==> config.mk <==
export PLATFORM = sky130hd
export DESIGN_NAME = fetch_seq
export DESIGN_NICKNAME = d
export VERILOG_FILES = /design/src/rtl/fetch_pkg.sv /design/src/rtl/phase_ctr.sv /design/src/rtl/fetch_seq.sv
export SDC_FILE = /design/constraint.sdc
export NUM_CORES = 1
export LEC_CHECK = 0
export BUFFER_PORTS_ARGS = -buffer_cell sky130_fd_sc_hd__buf_2
export CORE_MARGIN = 2
export CORE_UTILIZATION = 42
export DETAILED_ROUTE_END_ITERATION = 8
export GPL_ROUTABILITY_DRIVEN = 0
export GPL_TIMING_DRIVEN = 0
export PLACE_DENSITY = 0.73
export SYNTH_ARGS = -nofsm -noshare
export SYNTH_HDL_FRONTEND = slang
export SYNTH_SLANG_ARGS = --single-unit
==> constraint.sdc <==
create_clock -name clk -period 2 [get_ports clk]
set_input_delay 0.1 -clock clk [delete_from_list [all_inputs] [get_ports clk]]
set_output_delay 0.1 -clock clk [all_outputs]
set_load 0.005 [all_outputs]
==> src/rtl/fetch_pkg.sv <==
// Shared phase encodings, opcode constants and instruction payload for the fetch sequencer.
package fetch_pkg;

   localparam int unsigned PH_W  = 3;
   localparam int unsigned N_PH  = 8;
   localparam int unsigned NIB_W = 4;

   localparam logic [PH_W-1:0] PH_A1 = 3'd0;
   localparam logic [PH_W-1:0] PH_A2 = 3'd1;
   localparam logic [PH_W-1:0] PH_A3 = 3'd2;
   localparam logic [PH_W-1:0] PH_M1 = 3'd3;
   localparam logic [PH_W-1:0] PH_M2 = 3'd4;
   localparam logic [PH_W-1:0] PH_X1 = 3'd5;
   localparam logic [PH_W-1:0] PH_X2 = 3'd6;
   localparam logic [PH_W-1:0] PH_X3 = 3'd7;

   localparam logic [NIB_W-1:0] OPR_JCN = 4'h1;
   localparam logic [NIB_W-1:0] OPR_FIM = 4'h2;
   localparam logic [NIB_W-1:0] OPR_JUN = 4'h4;
   localparam logic [NIB_W-1:0] OPR_JMS = 4'h5;
   localparam logic [NIB_W-1:0] OPR_ISZ = 4'h7;

   typedef struct packed {
      logic [NIB_W-1:0]   opr;
      logic [NIB_W-1:0]   opa;
      logic [2*NIB_W-1:0] word2;
   } instr_t;

   // FIM shares opr=2 with SRC; only the even-opa form carries a second byte.
   function automatic logic is_two_word(input logic [NIB_W-1:0] opr,
                                        input logic [NIB_W-1:0] opa);
      logic res;
      res = 1'b0;
      case (opr)
         OPR_JCN, OPR_JUN, OPR_JMS, OPR_ISZ: res = 1'b1;
         OPR_FIM:                            res = ~opa[0];
         default:                            res = 1'b0;
      endcase
      return res;
   endfunction

endpackage

==> src/rtl/phase_ctr.sv <==
// 8-phase machine-cycle counter; holds in X3 while stalled, resets into X3.
module phase_ctr
   import fetch_pkg::*;
(
   input  logic            clk,
   input  logic            reset,
   input  logic            stall_i,
   output logic [PH_W-1:0] phase_o,
   output logic [N_PH-1:0] nxt_oh_c_o
);

   logic [PH_W-1:0] ph_q;
   logic [PH_W-1:0] ph_d;

   always_ff @(posedge clk or posedge reset) begin
      if (reset) ph_q <= PH_X3;
      else       ph_q <= ph_d;
   end

   // Next phase plus its one-hot decode, used by the top to load registered outputs.
   always_comb begin
      ph_d       = PH_W'(ph_q + 3'd1);
      nxt_oh_c_o = '0;
      if ((ph_q == PH_X3) && stall_i) ph_d = PH_X3;
      nxt_oh_c_o[ph_d] = 1'b1;
   end

   assign phase_o = ph_q;

endmodule

==> src/rtl/fetch_seq.sv <==
// 4004-style fetch sequencer: drives PC nibbles, captures OPR/OPA/word2, requests PC increments.
module fetch_seq
   import fetch_pkg::*;
#(
   parameter int unsigned ADDR_W = 12
)(
   input  logic               clk,
   input  logic               reset,
   input  logic [ADDR_W-1:0]  pc_in_i,
   input  logic               stall_i,
   input  logic [NIB_W-1:0]   d_in_i,
   output logic [NIB_W-1:0]   d_out_o,
   output logic               d_oe_o,
   output logic               sync_o,
   output logic               cm_rom_o,
   output logic [PH_W-1:0]    phase_o,
   output logic [NIB_W-1:0]   opr_o,
   output logic [NIB_W-1:0]   opa_o,
   output logic [2*NIB_W-1:0] word2_o,
   output logic               two_word_o,
   output logic               instr_valid_o,
   output logic               pc_inc_o
);

   logic [N_PH-1:0]  nxt_oh;
   logic             unused_oh;

   logic [NIB_W-1:0] d_out_q, d_out_d;
   logic             d_oe_q, d_oe_d;
   logic             sync_q, sync_d;
   logic             cm_rom_q, cm_rom_d;
   instr_t           instr_q, instr_d;
   logic             two_word_q, two_word_d;
   logic             instr_valid_q, instr_valid_d;
   logic             first_q, first_d;

   phase_ctr u_phase_ctr (
      .clk        (clk),
      .reset      (reset),
      .stall_i    (stall_i),
      .phase_o    (phase_o),
      .nxt_oh_c_o (nxt_oh)
   );

   assign unused_oh = ^{nxt_oh[PH_M1], nxt_oh[PH_X2]};

   always_ff @(posedge clk or posedge reset) begin
      if (reset) begin
         d_out_q       <= '0;
         d_oe_q        <= 1'b0;
         sync_q        <= 1'b1;
         cm_rom_q      <= 1'b0;
         instr_q       <= '0;
         two_word_q    <= 1'b0;
         instr_valid_q <= 1'b0;
         first_q       <= 1'b1;
      end else begin
         d_out_q       <= d_out_d;
         d_oe_q        <= d_oe_d;
         sync_q        <= sync_d;
         cm_rom_q      <= cm_rom_d;
         instr_q       <= instr_d;
         two_word_q    <= two_word_d;
         instr_valid_q <= instr_valid_d;
         first_q       <= first_d;
      end
   end

   always_comb begin
      d_out_d       = '0;
      d_oe_d        = nxt_oh[PH_A1] | nxt_oh[PH_A2] | nxt_oh[PH_A3];
      sync_d        = nxt_oh[PH_X3];
      cm_rom_d      = nxt_oh[PH_A3] | nxt_oh[PH_M2];
      instr_d       = instr_q;
      two_word_d    = two_word_q;
      instr_valid_d = 1'b0;
      first_d       = first_q;

      // Address nibbles, low first, loaded for the phase being entered.
      if (nxt_oh[PH_A1])      d_out_d = pc_in_i[3:0];
      else if (nxt_oh[PH_A2]) d_out_d = pc_in_i[7:4];
      else if (nxt_oh[PH_A3]) d_out_d = pc_in_i[11:8];

      // Entering A1 only happens from X3, so this marks the end of the startup cycle.
      if (nxt_oh[PH_A1]) first_d = 1'b0;

      // End of M1: upper nibble of whichever word is on the bus.
      if (nxt_oh[PH_M2]) begin
         if (two_word_q) instr_d.word2[7:4] = d_in_i;
         else            instr_d.opr        = d_in_i;
      end

      // End of M2: lower nibble, then decide completion / second-word fetch.
      if (nxt_oh[PH_X1]) begin
         if (two_word_q) begin
            instr_d.word2[3:0] = d_in_i;
            two_word_d         = 1'b0;
            instr_valid_d      = 1'b1;
         end else begin
            instr_d.opa   = d_in_i;
            two_word_d    = is_two_word(instr_q.opr, d_in_i);
            instr_valid_d = ~is_two_word(instr_q.opr, d_in_i);
         end
      end
   end

   // Increment request is qualified by the live stall so it lands on the releasing clock.
   assign pc_inc_o      = nxt_oh[PH_A1] & ~first_q;

   assign d_out_o       = d_out_q;
   assign d_oe_o        = d_oe_q;
   assign sync_o        = sync_q;
   assign cm_rom_o      = cm_rom_q;
   assign opr_o         = instr_q.opr;
   assign opa_o         = instr_q.opa;
   assign word2_o       = instr_q.word2;
   assign two_word_o    = two_word_q;
   assign instr_valid_o = instr_valid_q;

endmodule
# [Yosys cells after proc, flatten, opt, wreduce, memory -nomap -nowiden]
# Cells that the tools add are included.
[totals] regBits=29 input_bits=19 wordCells=48
[op_classes] n_addsub=1 order_cmp=2 eq_ne=6 muxes=12 n_bitwise=8 reduce_logical=7
[ops] operator="4-bit by 3-bit equality test with 1-bit output (second input constant)" n=3
[ops] operator="4-bit 2-to-1 mux" n=3
[ops] operator="2-bit AND reduction" n=4
[ops] operator="1-bit 2-to-1 mux" n=6
[ops] operator="4-bit by 1-bit equality test with 1-bit output (second input constant)" n=1
[ops] operator="4-bit by 2-bit equality test with 1-bit output (second input constant)" n=1
[ops] operator="3-bit by 4-bit less-than comparator with 1-bit output (second input constant)" n=1
[ops] operator="1-bit NOT" n=4
[ops] operator="4-bit OR reduction" n=1
[ops] operator="3-bit by 1-bit adder with 3-bit output (second input constant)" n=1
[ops] operator="1-bit demux with 3-bit select" n=1
[ops] operator="3-bit equality test (second input constant)" n=1
[ops] operator="3-bit by 1-bit greater-or-equal comparator with 1-bit output (second input constant)" n=1
[ops] operator="3-bit 2-to-1 mux" n=1
[ops] operator="1-bit bitwise OR" n=3
[ops] operator="1-bit logical AND" n=2
[ops] operator="1-bit case mux with 2 select lines" n=1
[ops] operator="1-bit bitwise AND" n=1

# [Longest topological paths before layout]
[depth] depth_word=11 mapped_depth=5 mapped_depth_nobuf=5

# [Cells and area by module]
# From an unflattened synthesis, not the netlist that was laid out.
[unflattened] cells_unflattened=96 hier_area_um2=1262.5
[by_module_without_submodules] mod="fetch_seq" n_inst=1 cells_per_inst=76 area_each_um2=1039.7 seq_area_each_um2=653.1
[by_module_without_submodules] mod="phase_ctr" n_inst=1 cells_per_inst=20 area_each_um2=222.7 seq_area_each_um2=78.8

# [Least setup slack after synthesis]
# No wires, ideal clock.
[synth_timing] path_type="register to register" start="reg u_phase_ctr.ph_q[0] (netlist: u_phase_ctr.phase_o[0])" end="reg instr_q (netlist bit word2_o[4])" setup_ns=0.125 arrival_ns=2.004 slack_ns=-0.129 path_stages_with_launch=6 path_buffers=0 synth_period_minus_slack_ns=2.129 path_cell_list="dfstp_2 -> ha_1 -> ha_1 -> a21bo_2 -> or4b_4 -> mux2_4"
[synth_via] elab_chain_len=8 word_cells_on_any_way=10
[synth_rtl] element="from (decl)" line_no="phase_ctr.sv:12" source="logic [PH_W-1:0] ph_q;"
[synth_rtl] element="from (signal assigned)" line_no="phase_ctr.sv:17" source="else ph_q <= ph_d;"
[synth_rtl] element="branches (longest 2 deep; another with 3-bit by 1-bit adder with 3-bit output)"
[synth_rtl] element="3-bit 2-to-1 mux (*)" line_no="phase_ctr.sv:24" source="if ((ph_q == PH_X3) && stall_i) ph_d = PH_X3;"
[synth_rtl] element="3-bit by 4-bit less-than comparator with 1-bit output (implied by the code) or 3-bit by 1-bit greater-or-equal comparator with 1-bit output (tied branches)" line_no="phase_ctr.sv:25" source="nxt_oh_c_o[ph_d] = 1'b1;"
[synth_rtl] element="1-bit logical AND (implied by the code)" line_no="phase_ctr.sv:25"
[synth_rtl] element="1-bit 2-to-1 mux (implied by the code)" line_no="phase_ctr.sv:25"
[synth_rtl] element="1-bit demux with 3-bit select (*)"
[synth_rtl] element="2-bit AND reduction (no line) (*)"
[synth_rtl] element="to (signal assigned)" line_no="fetch_seq.sv:62" source="instr_q <= instr_d;"
[synth_rtl] element="to (decl)" line_no="fetch_seq.sv:32" source="instr_t instr_q, instr_d;"
# Mark *: on every way between the ends.
# A chain may end at the register's enable or synchronous reset.

# [Worst setup path after layout]
[layout_timing] start="reg u_phase_ctr.ph_q[0] (netlist: u_phase_ctr.phase_o[0])" end="out pc_inc_o"
[layout_via] elab_chain_len=8 word_cells_on_any_way=10
[layout_rtl] element="branches (longest 2 deep; another with 3-bit by 1-bit adder with 3-bit output)"
[layout_rtl] element="3-bit 2-to-1 mux (*)" line_no="phase_ctr.sv:24"
[layout_rtl] element="named net u_phase_ctr.ph_d[2]" line_no="phase_ctr.sv:13" source="logic [PH_W-1:0] ph_d;"
[layout_rtl] element="3-bit by 4-bit less-than comparator with 1-bit output (implied by the code) or 3-bit by 1-bit greater-or-equal comparator with 1-bit output (tied branches)" line_no="phase_ctr.sv:25"
[layout_rtl] element="1-bit logical AND (implied by the code)" line_no="phase_ctr.sv:25"
[layout_rtl] element="1-bit 2-to-1 mux (implied by the code)" line_no="phase_ctr.sv:25"
[layout_rtl] element="1-bit demux with 3-bit select (*)"
[layout_rtl] element="1-bit bitwise AND (*)" line_no="fetch_seq.sv:108" source="assign pc_inc_o = nxt_oh[PH_A1] & ~first_q;"
[layout_rtl] element="to (decl)" line_no="fetch_seq.sv:22" source="output logic pc_inc_o"
# Mark *: on every way through the listed nets, which the timed path passes.

==> results by stage <==
Job:
- The count of max-cap constraint violations is 0.

Timing:
- The tightest hold path in the finished design has a slack of 0.0153 ns.
- The timing-limited maximum frequency is 0.487 GHz.
- The slew of the pin with the lowest slew margin is 1.04 ns.
- The count of final setup violators is 5.
- The summed negative setup slack over all endpoints is -0.178 ns.
- Setup slack on the critical path of the routed design comes to -0.0518 ns.
- The worst-case headroom to the max-slew limit is 30.9%.
- The worst path in the final design needs a cycle of 2.05 ns, including I/O delays and setup.
- The max-slew violation total from the final report came to 0.
- The final hold violation count is 0.
- Between clock sinks in the finished design, the worst skew comes to 0.00702 ns.
- The final critical-path share of the clock period is 103%.
- Setup repair after global routing could not meet its margin everywhere.

Floorplan:
- The initialized floorplan defines 19 standard-cell rows.
- The vertical die dimension is 58.3 µm.
- The width of the chip is 58.3 µm.
- The count of boundary I/O pins is 48.
- The total die area is 3390 µm².
- The starting density of the core is 44.4%.
- The core area is 2780 µm².

Power and ir drop:
- The completed layout was analyzed and its total power is 3.23 mW.
- For this design the ratio of total power to cell area is 1890 nW/µm².
- The worst-case IR drop observed on VDD is 1.31 mV.
- The leakage power total is 0.857 nW.

Yosys:
- The fraction of registers with async set/reset is 100%.
- The average instance in the mapped netlist occupies 13.7 µm².
- The count of synthesis-stage warnings from yosys is 0.
- The share of Yosys cell area claimed by the top area cell type is 48.6%.
- The cell area that synthesis handed to floorplanning was 1240 µm².
- The number of standard cells after synthesis is 90.
- The count of state elements after synthesis is 29.
- Counting flops with a built-in enable in the synthesized netlist gives 0.
- In the post-synthesis netlist, the biggest area contributors are sky130_fd_sc_hd__dfrtp_1 49%, sky130_fd_sc_hd__mux2_2 15%, sky130_fd_sc_hd__dfstp_2 11%.
- The portion of the post-synthesis area used by sequential elements is 59.2%.
- The synthesized design spends more area on one cell type than any other, namely sky130_fd_sc_hd__dfrtp_1.
- The post-synth net total is 111.
- Among all flip-flop cells after synthesis, the most frequent one is sky130_fd_sc_hd__dfrtp_1.
- Yosys mapped the design onto 30 distinct sky130hd cell types.

Global routing:
- Entering global routing, the biggest net connects 30 pins.
- The total global-route track usage is 17.0%.
- The initial antenna violation count is 0.
- The first-pass GRT wire length is 4180 µm.
- The leftover overflow at the end of global routing is 0.
- The via count of the first global-routing pass was 959.

Run status:
- The flow ran to the end, but the final reports show violations.
- The checks that failed: setup timing.

Place:
- Summing all placed instances gives a cell area of 1540 µm².
- In this run, placement finished with an instance count of 168.
- The half-perimeter wire length after detailed placement is 1900 µm.
- Before CTS, the worst setup slack after placement is -0.195 ns.
- Buffers placed on the I/O ports in this run total 47.

Layout:
- In the final layout, the share of cells above drive strength 1 is 65.6%.
- The number of antenna diodes in the final layout is 0.
- At the end of the flow the core is filled with cells to 61.4%.
- The net count of the finished layout is 171.
- Relative to the synthesized area, the layout overhead comes to 38.1%.
- The final cell area excluding filler cells is 1710 µm².
- The filler-free cell count of the finished design is 182.
- After filler insertion, the fill cell instance count of the layout stands at 219.

Hold path:
- In this run the worst hold path is classified as primary input to asynchronous set/reset pin.

Critical path:
- Data on the critical path is required at its endpoint by 1.90 ns.
- Along the worst path, the maximum fanout reaches 3.
- STA classifies the critical path endpoint as a primary output.
- For the worst setup path, the data arrival time is 1.95 ns.
- The path depth of the worst reg2reg path is 5.
- The critical path class is flop to primary output.
- The sort of element at the start of the critical path is a flop.

Clock tree:
- In this run, CTS created clock tree buffers numbering 5.
- For the worst-skew pair, the clock arrives at the later sink with an insertion delay of 0.32 ns.
- Clock-pin slew was measured on the worst setup and hold paths at 0.09 ns.
- The clock root buffer is sky130_fd_sc_hd__clkbuf_4.
- The count of hold-fix buffers inserted at cts is 0.
- The CTS H-tree depth is 2.
- Counting every sink on the clock net gives 29.
- The CTS tree is built.
- The clock passes through at most 2 buffers.

Routing:
- The first-pass detailed-route iteration total is 4.
- After the first detailed-routing iteration, the DRC count stood at 21.
- The routed design has 2730 µm of wire.
- In the routed design, unresolved DRC markers number 0.
- The number of routed nets with antenna violations is 0.
- The via density per instance is 5.31.
- Across all layers, the routed design uses 966 vias.
- Dividing the detail-routed wire length by the instance count gives 15.0 µm.
-- final cells by class --
| class | count | area (µm²) | share of cell area (%) |
|---|---|---|---|
| sequential | 29 | 732 | 42.9 |
| timing repair buffer | 54 | 288 | 16.9 |
| clock buffer | 7 | 65.1 | 3.81 |
| tap | 31 | 38.8 | 2.27 |
| multi-input combinational | 57 | 566 | 33.1 |
| clock inverter | 1 | 5.00 | 0.293 |
| buffer | 1 | 5.00 | 0.293 |
| inverter | 2 | 7.51 | 0.440 |
-- logic make-up after synthesis --
logic type / synth area share, %
muxes: 19.4
and+or+nand+nor: 11.2
buffers and inverters: 1.32
AOI/OAI and AO/OA: 6.07
DFF: 59.2
xor gates and xnor gates: 0.709
adders and majority gates: 2.02
-- worst paths after layout --
check | startpoint | endpoint | slack [ns]
max reg2reg | u_phase_ctr.phase_o[0]$_DFF_PP1_ | word2_o[5]$_DFFE_PP0P_ | -0.03
max in group asynchronous | reset | cm_rom_o$_DFF_PP0_ | 1.36
min | reset | opr_o[1]$_DFFE_PP0P_ | 0.02
min in group clk | pc_in_i[6] | d_out_o[2]$_DFF_PP0_ | 0.03
max | u_phase_ctr.phase_o[0]$_DFF_PP1_ | pc_inc_o | -0.05
min reg2reg | first_q$_DFFE_PP1P_ | first_q$_DFFE_PP1P_ | 0.51
-- per-layer routing --
| metal | wire (µm) | part of all wire (%) | GRT usage, % |
|---|---|---|---|
| met5 | 0 | 0 | 0 |
| met4 | 40 | 1.5 | 6.64 |
| met3 | 206 | 7.6 | 6.25 |
| met2 | 1400 | 51 | 27.3 |
| met1 | 1080 | 40 | 20.8 |
-- layout by cell type, fill, tap and decap left out, drive strengths merged --
cell type and n:
nor4 2, nor4b 1, ha 2, and2 1, or2 1, nor2 8
a22o 1, inv 2, a22oi 4, dfrtp 24, dfstp 5, a21oi 2
nand4 1, clkbuf 7, buf 55, nand2 2, and3 1, nand3 1
nor2b 1, a21o 1, xnor2 1, a211o 1, a21bo 1, clkinv 1
nor3 1, or4b 1, or3 1, nand2b 2, mux2 20
-- sequential cells by signal, indices dropped and copies added (netlist names) --
signal and cells:
cm_rom_o 1, d_oe_o 1, d_out_o 4, first_q 1
instr_valid_o 1, opa_o 4, opr_o 4, sync_o 1
two_word_o 1, u_phase_ctr.phase_o 3, word2_o 8
-- critical path: stages (launching register included) --
cell and delay (ns):
sky130_fd_sc_hd__dfstp_2 0.56, sky130_fd_sc_hd__ha_4 0.14, sky130_fd_sc_hd__ha_4 0.20, sky130_fd_sc_hd__a21o_4 0.19, sky130_fd_sc_hd__or3_4 0.33, sky130_fd_sc_hd__nor2_2 0.10
sky130_fd_sc_hd__buf_2 0.12
-- cells in the mapped netlist, drive strengths merged (2+ instances only) --
cell,n
nor4,2
nand2,2
dfrtp,24
nand2b,2
dfstp,5
clkbuf,2
mux2,20
a21oi,2
ha,2
nor2,8
a22oi,4
inv,2
-- repair_timing --
item | 4_1_cts | 5_1_grt
pin swaps | 2 | 4
buffers inserted | 4 | 3
gates resized for setup | 6 | 5
setup endpoints to repair | 17 | 13
-- where the power goes --
group	switching, mW	leakage (nW)	total [mW]	internal, mW
sequential	0.163	0.351	1.03	0.872
clock	0.195	0.0413	0.399	0.203
combinational	0.798	0.465	1.80	1.00
total	1.16	0.857	3.23	2.08
Power figures use the tool's default switching activity.
